$ cat src/rtl/digit_serial_adder_pkg.sv
// Shared constants and helpers for the digit-serial adder.
// No logic: state encoding and a counter-width helper only.
// Not applicable: holds no state and exerts no backpressure.
package digit_serial_adder_pkg;

    typedef enum logic [1:0] {
        IDLE = 2'd0,
        RUN  = 2'd1,
        DONE = 2'd2
    } state_t;

    // Digit counter needs at least one bit even when a single digit covers the word.
    function automatic int cnt_bits(input int ndig);
        return (ndig > 1) ? $clog2(ndig) : 1;
    endfunction

endpackage

$ cat src/rtl/digit_serial_adder_if.sv
// Start/busy/done command bus between a controlling FSM and the adder.
// Latency is set by the adder: done arrives WIDTH/DIGIT+1 cycles after start.
// No backpressure: start is ignored while busy, results persist until the next done.
interface digit_serial_adder_if #(
    parameter int WIDTH = 16
);
    logic             start;
    logic [WIDTH-1:0] a;
    logic [WIDTH-1:0] b;
    logic             cin;
    logic             busy;
    logic             done;
    logic [WIDTH-1:0] sum;
    logic             cout;
    logic             overflow;

    modport master (
        output start, a, b, cin,
        input  busy, done, sum, cout, overflow
    );

    modport slave (
        input  start, a, b, cin,
        output busy, done, sum, cout, overflow
    );
endinterface

$ cat src/rtl/digit_serial_adder_rca_digit.sv
// DIGIT-bit combinational ripple-carry chain of full adders.
// Zero cycles: purely combinational.
// No flow control.
module rca_digit #(
    parameter int DIGIT = 4
) (
    input  logic [DIGIT-1:0] x,
    input  logic [DIGIT-1:0] y,
    input  logic             ci,
    output logic [DIGIT-1:0] s,
    output logic             co,
    output logic             c_msb
);

    logic c_v;

    // Carry walks as a scalar so the chain is not a self-referencing vector.
    always_comb begin
        s     = '0;
        c_v   = ci;
        c_msb = ci;
        for (int i = 0; i < DIGIT; i++) begin
            if (i == DIGIT - 1) c_msb = c_v;
            s[i] = x[i] ^ y[i] ^ c_v;
            c_v  = (x[i] & y[i]) | (c_v & (x[i] ^ y[i]));
        end
        co = c_v;
    end

endmodule

$ cat src/rtl/digit_serial_adder.sv
// Two's-complement WIDTH-bit adder processing DIGIT bits per clock through a registered carry.
// Latency: busy for WIDTH/DIGIT cycles after the accepting cycle, done pulse one cycle later.
// start is accepted only in IDLE or DONE; requests during RUN are dropped.
module digit_serial_adder
    import digit_serial_adder_pkg::*;
#(
    parameter int WIDTH = 16,
    parameter int DIGIT = 4
) (
    input  logic               clk,
    input  logic               rst_n,
    digit_serial_adder_if.slave bus
);

    localparam int NDIG = WIDTH / DIGIT;
    localparam int CW   = cnt_bits(NDIG);
    localparam logic [CW-1:0] LAST = CW'(NDIG - 1);

    state_t           state;
    state_t           state_nxt;
    logic [WIDTH-1:0] a_sh;
    logic [WIDTH-1:0] b_sh;
    logic [WIDTH-1:0] acc;
    logic [WIDTH-1:0] acc_nxt;
    logic [WIDTH-1:0] sum_q;
    logic             carry;
    logic             cout_q;
    logic             ovf_q;
    logic [CW-1:0]    cnt;
    logic [DIGIT-1:0] dig_s;
    logic             dig_co;
    logic             dig_cmsb;
    logic             accept;
    logic             last;

    assign accept = bus.start && (state != RUN);
    assign last   = (state == RUN) && (cnt == LAST);

    rca_digit #(.DIGIT(DIGIT)) u_rca (
        .x     (a_sh[DIGIT-1:0]),
        .y     (b_sh[DIGIT-1:0]),
        .ci    (carry),
        .s     (dig_s),
        .co    (dig_co),
        .c_msb (dig_cmsb)
    );

    // New digit enters at the top; after NDIG shifts the LSB digit has reached bit 0.
    assign acc_nxt = (acc >> DIGIT) | (WIDTH'(dig_s) << (WIDTH - DIGIT));

    always_ff @(posedge clk or negedge rst_n) begin
        if (!rst_n) state <= IDLE;
        else        state <= state_nxt;
    end

    always_comb begin
        state_nxt = state;
        case (state)
            IDLE:    if (bus.start) state_nxt = RUN;
            RUN:     if (last)      state_nxt = DONE;
            DONE:    state_nxt = bus.start ? RUN : IDLE;
            default: state_nxt = IDLE;
        endcase
    end

    always_ff @(posedge clk or negedge rst_n) begin
        if (!rst_n) begin
            a_sh   <= '0;
            b_sh   <= '0;
            acc    <= '0;
            carry  <= 1'b0;
            cnt    <= '0;
            sum_q  <= '0;
            cout_q <= 1'b0;
            ovf_q  <= 1'b0;
        end else begin
            if (accept) begin
                a_sh  <= bus.a;
                b_sh  <= bus.b;
                carry <= bus.cin;
                acc   <= '0;
                cnt   <= '0;
            end else if (state == RUN) begin
                a_sh  <= a_sh >> DIGIT;
                b_sh  <= b_sh >> DIGIT;
                carry <= dig_co;
                acc   <= acc_nxt;
                cnt   <= cnt + CW'(1);
            end
            if (last) begin
                sum_q  <= acc_nxt;
                cout_q <= dig_co;
                ovf_q  <= dig_co ^ dig_cmsb;
            end
        end
    end

    assign bus.busy     = (state == RUN);
    assign bus.done     = (state == DONE);
    assign bus.sum      = sum_q;
    assign bus.cout     = cout_q;
    assign bus.overflow = ovf_q;

endmodule

$ cat src/flat_wrapper.sv
// flat-port wrapper written by rule: the top's interface ports become plain ports
module digit_serial_adder_flat import digit_serial_adder_pkg::*;
#(
    parameter int WIDTH = 16,
    parameter int DIGIT = 4
)
  (clk, rst_n, bus_start, bus_a, bus_b, bus_cin, bus_busy, bus_done, bus_sum, bus_cout, bus_overflow);
  digit_serial_adder_if #(.WIDTH(WIDTH)) bus_i ();
  input  logic clk;
  input  logic rst_n;
  input wire logic [$bits(bus_i.start)-1:0] bus_start;
  input wire logic [$bits(bus_i.a)-1:0] bus_a;
  input wire logic [$bits(bus_i.b)-1:0] bus_b;
  input wire logic [$bits(bus_i.cin)-1:0] bus_cin;
  output wire logic [$bits(bus_i.busy)-1:0] bus_busy;
  output wire logic [$bits(bus_i.done)-1:0] bus_done;
  output wire logic [$bits(bus_i.sum)-1:0] bus_sum;
  output wire logic [$bits(bus_i.cout)-1:0] bus_cout;
  output wire logic [$bits(bus_i.overflow)-1:0] bus_overflow;
  assign bus_i.start = bus_start;
  assign bus_i.a = bus_a;
  assign bus_i.b = bus_b;
  assign bus_i.cin = bus_cin;
  assign bus_busy = bus_i.busy;
  assign bus_done = bus_i.done;
  assign bus_sum = bus_i.sum;
  assign bus_cout = bus_i.cout;
  assign bus_overflow = bus_i.overflow;
  digit_serial_adder #(.WIDTH(WIDTH), .DIGIT(DIGIT)) u_core (.clk(clk), .rst_n(rst_n), .bus(bus_i));
endmodule
$ cat config.mk
export PLATFORM = sky130hd
export DESIGN_NAME = digit_serial_adder_flat
export DESIGN_NICKNAME = d
export VERILOG_FILES = /design/src/rtl/digit_serial_adder_pkg.sv /design/src/rtl/digit_serial_adder_if.sv /design/src/rtl/digit_serial_adder_rca_digit.sv /design/src/rtl/digit_serial_adder.sv /design/src/flat_wrapper.sv
export SDC_FILE = /design/constraint.sdc
export NUM_CORES = 1
export LEC_CHECK = 0
export BUFFER_PORTS_ARGS = -buffer_cell sky130_fd_sc_hd__buf_2
export CAP_MARGIN = 20
export CELL_PAD_IN_SITES_DETAIL_PLACEMENT = 1
export CELL_PAD_IN_SITES_GLOBAL_PLACEMENT = 1
export CORE_UTILIZATION = 40
export DETAILED_ROUTE_END_ITERATION = 12
export PLACE_DENSITY = 0.69
export RECOVER_POWER = 25
export SLEW_MARGIN = 30
export SYNTH_ARGS = -nofsm -noshare
export SYNTH_HDL_FRONTEND = slang
export SYNTH_HIERARCHICAL = 1
export SYNTH_SLANG_ARGS = --single-unit
$ cat constraint.sdc
create_clock -name clk -period 3.2 [get_ports clk]
set_input_delay 0.32 -clock clk [delete_from_list [all_inputs] [get_ports clk]]
set_output_delay 0.32 -clock clk [all_outputs]
set_load 0.02 [all_outputs]
==> metrics.md <==
| Metric | Value |
|---|---|
| Fmax | `around 430 MHz` |
| Clk buf depth | `2` |
| Final nets | `315` |
| LEAKAGE | `slightly above 0.002 uW` |
| Psw | `~1300 uW` |
| Post-Place Worst Slack | `approximately 880 ps` |
| Reg clk slew, reported paths | `approximately 80 ps` |
| Drt first pass iters | `3` |
| Core Rows | `33` |
| Avg Inst Size Synth | `15.9 um2` |
| Max VDD drop | `about 0.37 mV` |
| Global-route wire length before repair | `10200 um` |
| Clk_lat worst skew | `approximately 340 ps` |
| Synth unique cells | `18` |
| CTS root buf | `clkbuf_8` |
| Total GRT Usage | `about 16%` |
| Initial DRC Count | `35` |
| Largest cells by area after synthesis | `dfrtp_1 (50%), mux2_4 (32%), buf_6 (3.3%)` |
| CP startpoint kind | `register` |
| CTS tree | `built` |
| Final Skew | `9.36 ps` |
| Sw frac | `32.2%` |
| Post-synth top area share | `49.7%` |
| Clk pwr share | `about 18%` |
| Count of final setup violators | `0` |
| Via density | `around 4.6` |
| Fin cells | `roughly 380` |
| Worst-path fanout max | `2` |
| Final hold vios | `0` |
| Ys Warns | `6` |
| Antenna Cells | `0` |
| CTS sink cnt | `67` |
| Fin Setup TNS | `0 ps` |
| Min cycle time layout | `2300 ps` |
| Comb pwr share | `between 40 and 50%` |
| Inserted Clock Buffers | `9` |
| Core area | `approximately 0.0082 mm2` |
| Worst Path Required | `around 3400 ps` |
| FF+latch count, synth | `67` |
| Cell Chain, Critical Path | `fa_1 -> inv_1 -> fa_1 -> fa_1 -> inv_1 -> fa_1 -> mux2_4` |
| Synthesized cell area | `~0.0034 mm2` |
| Grt ovf | `0` |
| Dpl cell area | `0.00370 mm2` |
| Critical Path Most Common Cell | `fa_1` |
| PwrDens | `around 1000 mW/mm2` |
| Final worst path period share | `between 70% and 80%` |
| Post-synth EDFFs | `0` |
| DRC | `0` |
| List of most frequent post-synthesis cells | `mux2_4 (72), dfrtp_1 (67), nor2b_1 (13)` |
| Least-Margin Pin Slew | `roughly 1200 ps` |
| Die width | `93.9 um` |
| Drt total wl | `around 5800 um` |
| Share of layout cells above drive strength 1 | `around 57%` |
| CP Data Arrival Time | `2540 ps` |
| Largest net degree at the start of global routing | `46` |
| Seq/Total Area, Yosys | `49.7%` |
| Final WS setup | `900 ps` |
| Fin. max-slew vios | `0` |
| Via count | `~1800` |
| Hold_sp | `bus_b[14]` |
| Antenna viol nets, final | `0` |
| Most common cell in the netlist | `mux2_4` |
| Initial Util | `41.3%` |
| Asr flop ratio synth | `100%` |
| Cell count after placement | `about 370` |
| I/O Buffers | `55` |
| Wire length per cell | `~15 um` |
| Final hold slack | `about 220 ps` |
| Slew HR | `17.1%` |
| WS Path Type | `register to register` |
| Syn_nets | `approximately 250` |
| Crit path launch | `u_core/a_sh[0]` |
| Die area | `roughly 0.0088 mm2` |
| RSZ-0062 raised after global routing | `false` |
| MaxCap Viol Count | `0` |
| Primary FF master, synth | `dfrtp_1` |
| Synthesized netlist cell count | `around 210` |
| Status | `finished, final reports clean` |
| Crit end category | `register` |
| H-tree Lvls | `3` |
| Initial antenna violation count | `0` |
| Die height | `93.9 um` |
| Largest stage delay, worst path | `~430 ps` |
| Synthesis-to-layout area growth | `15.4%` |
| Synth area leader | `dfrtp_1` |
| Routability cong. | `0.668` |
| Max stage delay cell, worst path | `fa_1` |
| Sequential share of power | `between 30% and 40%` |
| Cell Int Power | `between 2000 and 3000 uW` |
| Critical R2R Launch | `u_core/a_sh[0]` |
| Hold WC Path Type | `input pin to register` |
| I/O pins | `56` |
| Vias in the first global route | `2032` |
| Post-DP HPWL | `4010 um` |
| Post-route cell area | `roughly 0.0039 mm2` |
sequential cells by signal, indices dropped and copies added, names as in the netlist:
name / flops
u_core/acc: 12
u_core/bus.overflow: 1
u_core/state: 2
u_core/bus.sum: 16
u_core/b_sh: 16
u_core/carry: 1
u_core/cnt: 2
u_core/bus.cout: 1
u_core/a_sh: 16
metal layers:
metal / up-vias / wire length, um / GRT usage (%)
met5: - / 0 / 0
met4: 0 / 108 / 6.54
met3: 9 / 368 / 5.74
met2: 44 / 2610 / 23.5
met1: 885 / 2760 / 20.5
li1: 843 / - / -
worst max-delay path: cells and delay by family (launching register included):
kind | cells | cell delay [ps]
multiplexers | 1 | 270
buffers and inverters | 2 | 170
flip-flops | 1 | 380
adder cells (fa/ha/maj) | 4 | 1390
layout by cell type, fill, tap and decap left out:
cell type / n
and2b_1: 1
xor2_1: 1
nand2b_1: 1
inv_2: 1
clkinv_2: 3
clkinvlp_4: 1
nor2_1: 8
nand2b_2: 1
clkbuf_1: 3
dlygate4sd3_1: 1
nand3b_1: 1
clkbuf_2: 1
nor2b_1: 13
inv_1: 10
o22ai_1: 1
bufinv_16: 1
mux2_2: 9
fa_1: 4
dfrtp_1: 67
mux2i_1: 9
buf_2: 54
clkbuf_8: 10
ha_1: 1
mux2_4: 72
buf_4: 5
final cells by class:
class,instances,area (um2)
clock buffer,11,141
clock inverter,5,52.6
fill,840,4280
inverter,11,41.3
multi-input combinational,122,1520
sequential,67,1680
tap,105,131
timing repair buffer,63,330
cell families (layout without fill, tap and decap cells):
family | after synthesis | after routing | share of synthesized area [%]
AO/OA/AOI/OAI | 1 | 1 | 0.186
XOR/XNOR | 1 | 1 | 0.260
buffers and inverters | 23 | 90 | 5.30
multiplexers | 90 | 90 | 37.7
AND/OR/NAND/NOR | 25 | 25 | 4.12
adder cells (fa/ha/maj) | 5 | 5 | 2.74
flip-flops | 67 | 67 | 49.7
power groups by stage:
| stage | sequential [uW] | clock, uW | combinational [uW] |
|---|---|---|---|
| floorplan | 1520 | 0 | 1380 |
| global placement | 1450 | 0 | 1730 |
| detailed placement | 1470 | 0 | 1780 |
| CTS | 1450 | 720 | 1780 |
| global route | 1500 | 763 | 1920 |
| finish | 1440 | 694 | 1750 |
metrics by stage:
step	total power, uW	util [%]
CTS	3950	47.7
floorplan	2910	-
finish	3880	47.6
global route	4180	47.6
global placement	3180	45.2
detailed placement	3240	45.2
worst paths after layout:
check	end	slack [ps]	depth (start not counted)
worst max-delay path	u_core/acc[15]	900	7
worst min-delay path	u_core/b_sh[14]	220	3
worst max register to register	u_core/acc[15]	900	7
worst min register to register	u_core/bus.sum[2]	500	1
max in group asynchronous	u_core/a_sh[5]	1580	3
min in group asynchronous	u_core/state[1]	850	3
timing repair:
item                                   4_1_cts  5_1_grt
setup buffers                                0        0
gates resized for setup                      0        0
endpoints found under the hold margin       22        0
hold buffers                                 1        0
Power figures use the tool's default switching activity.
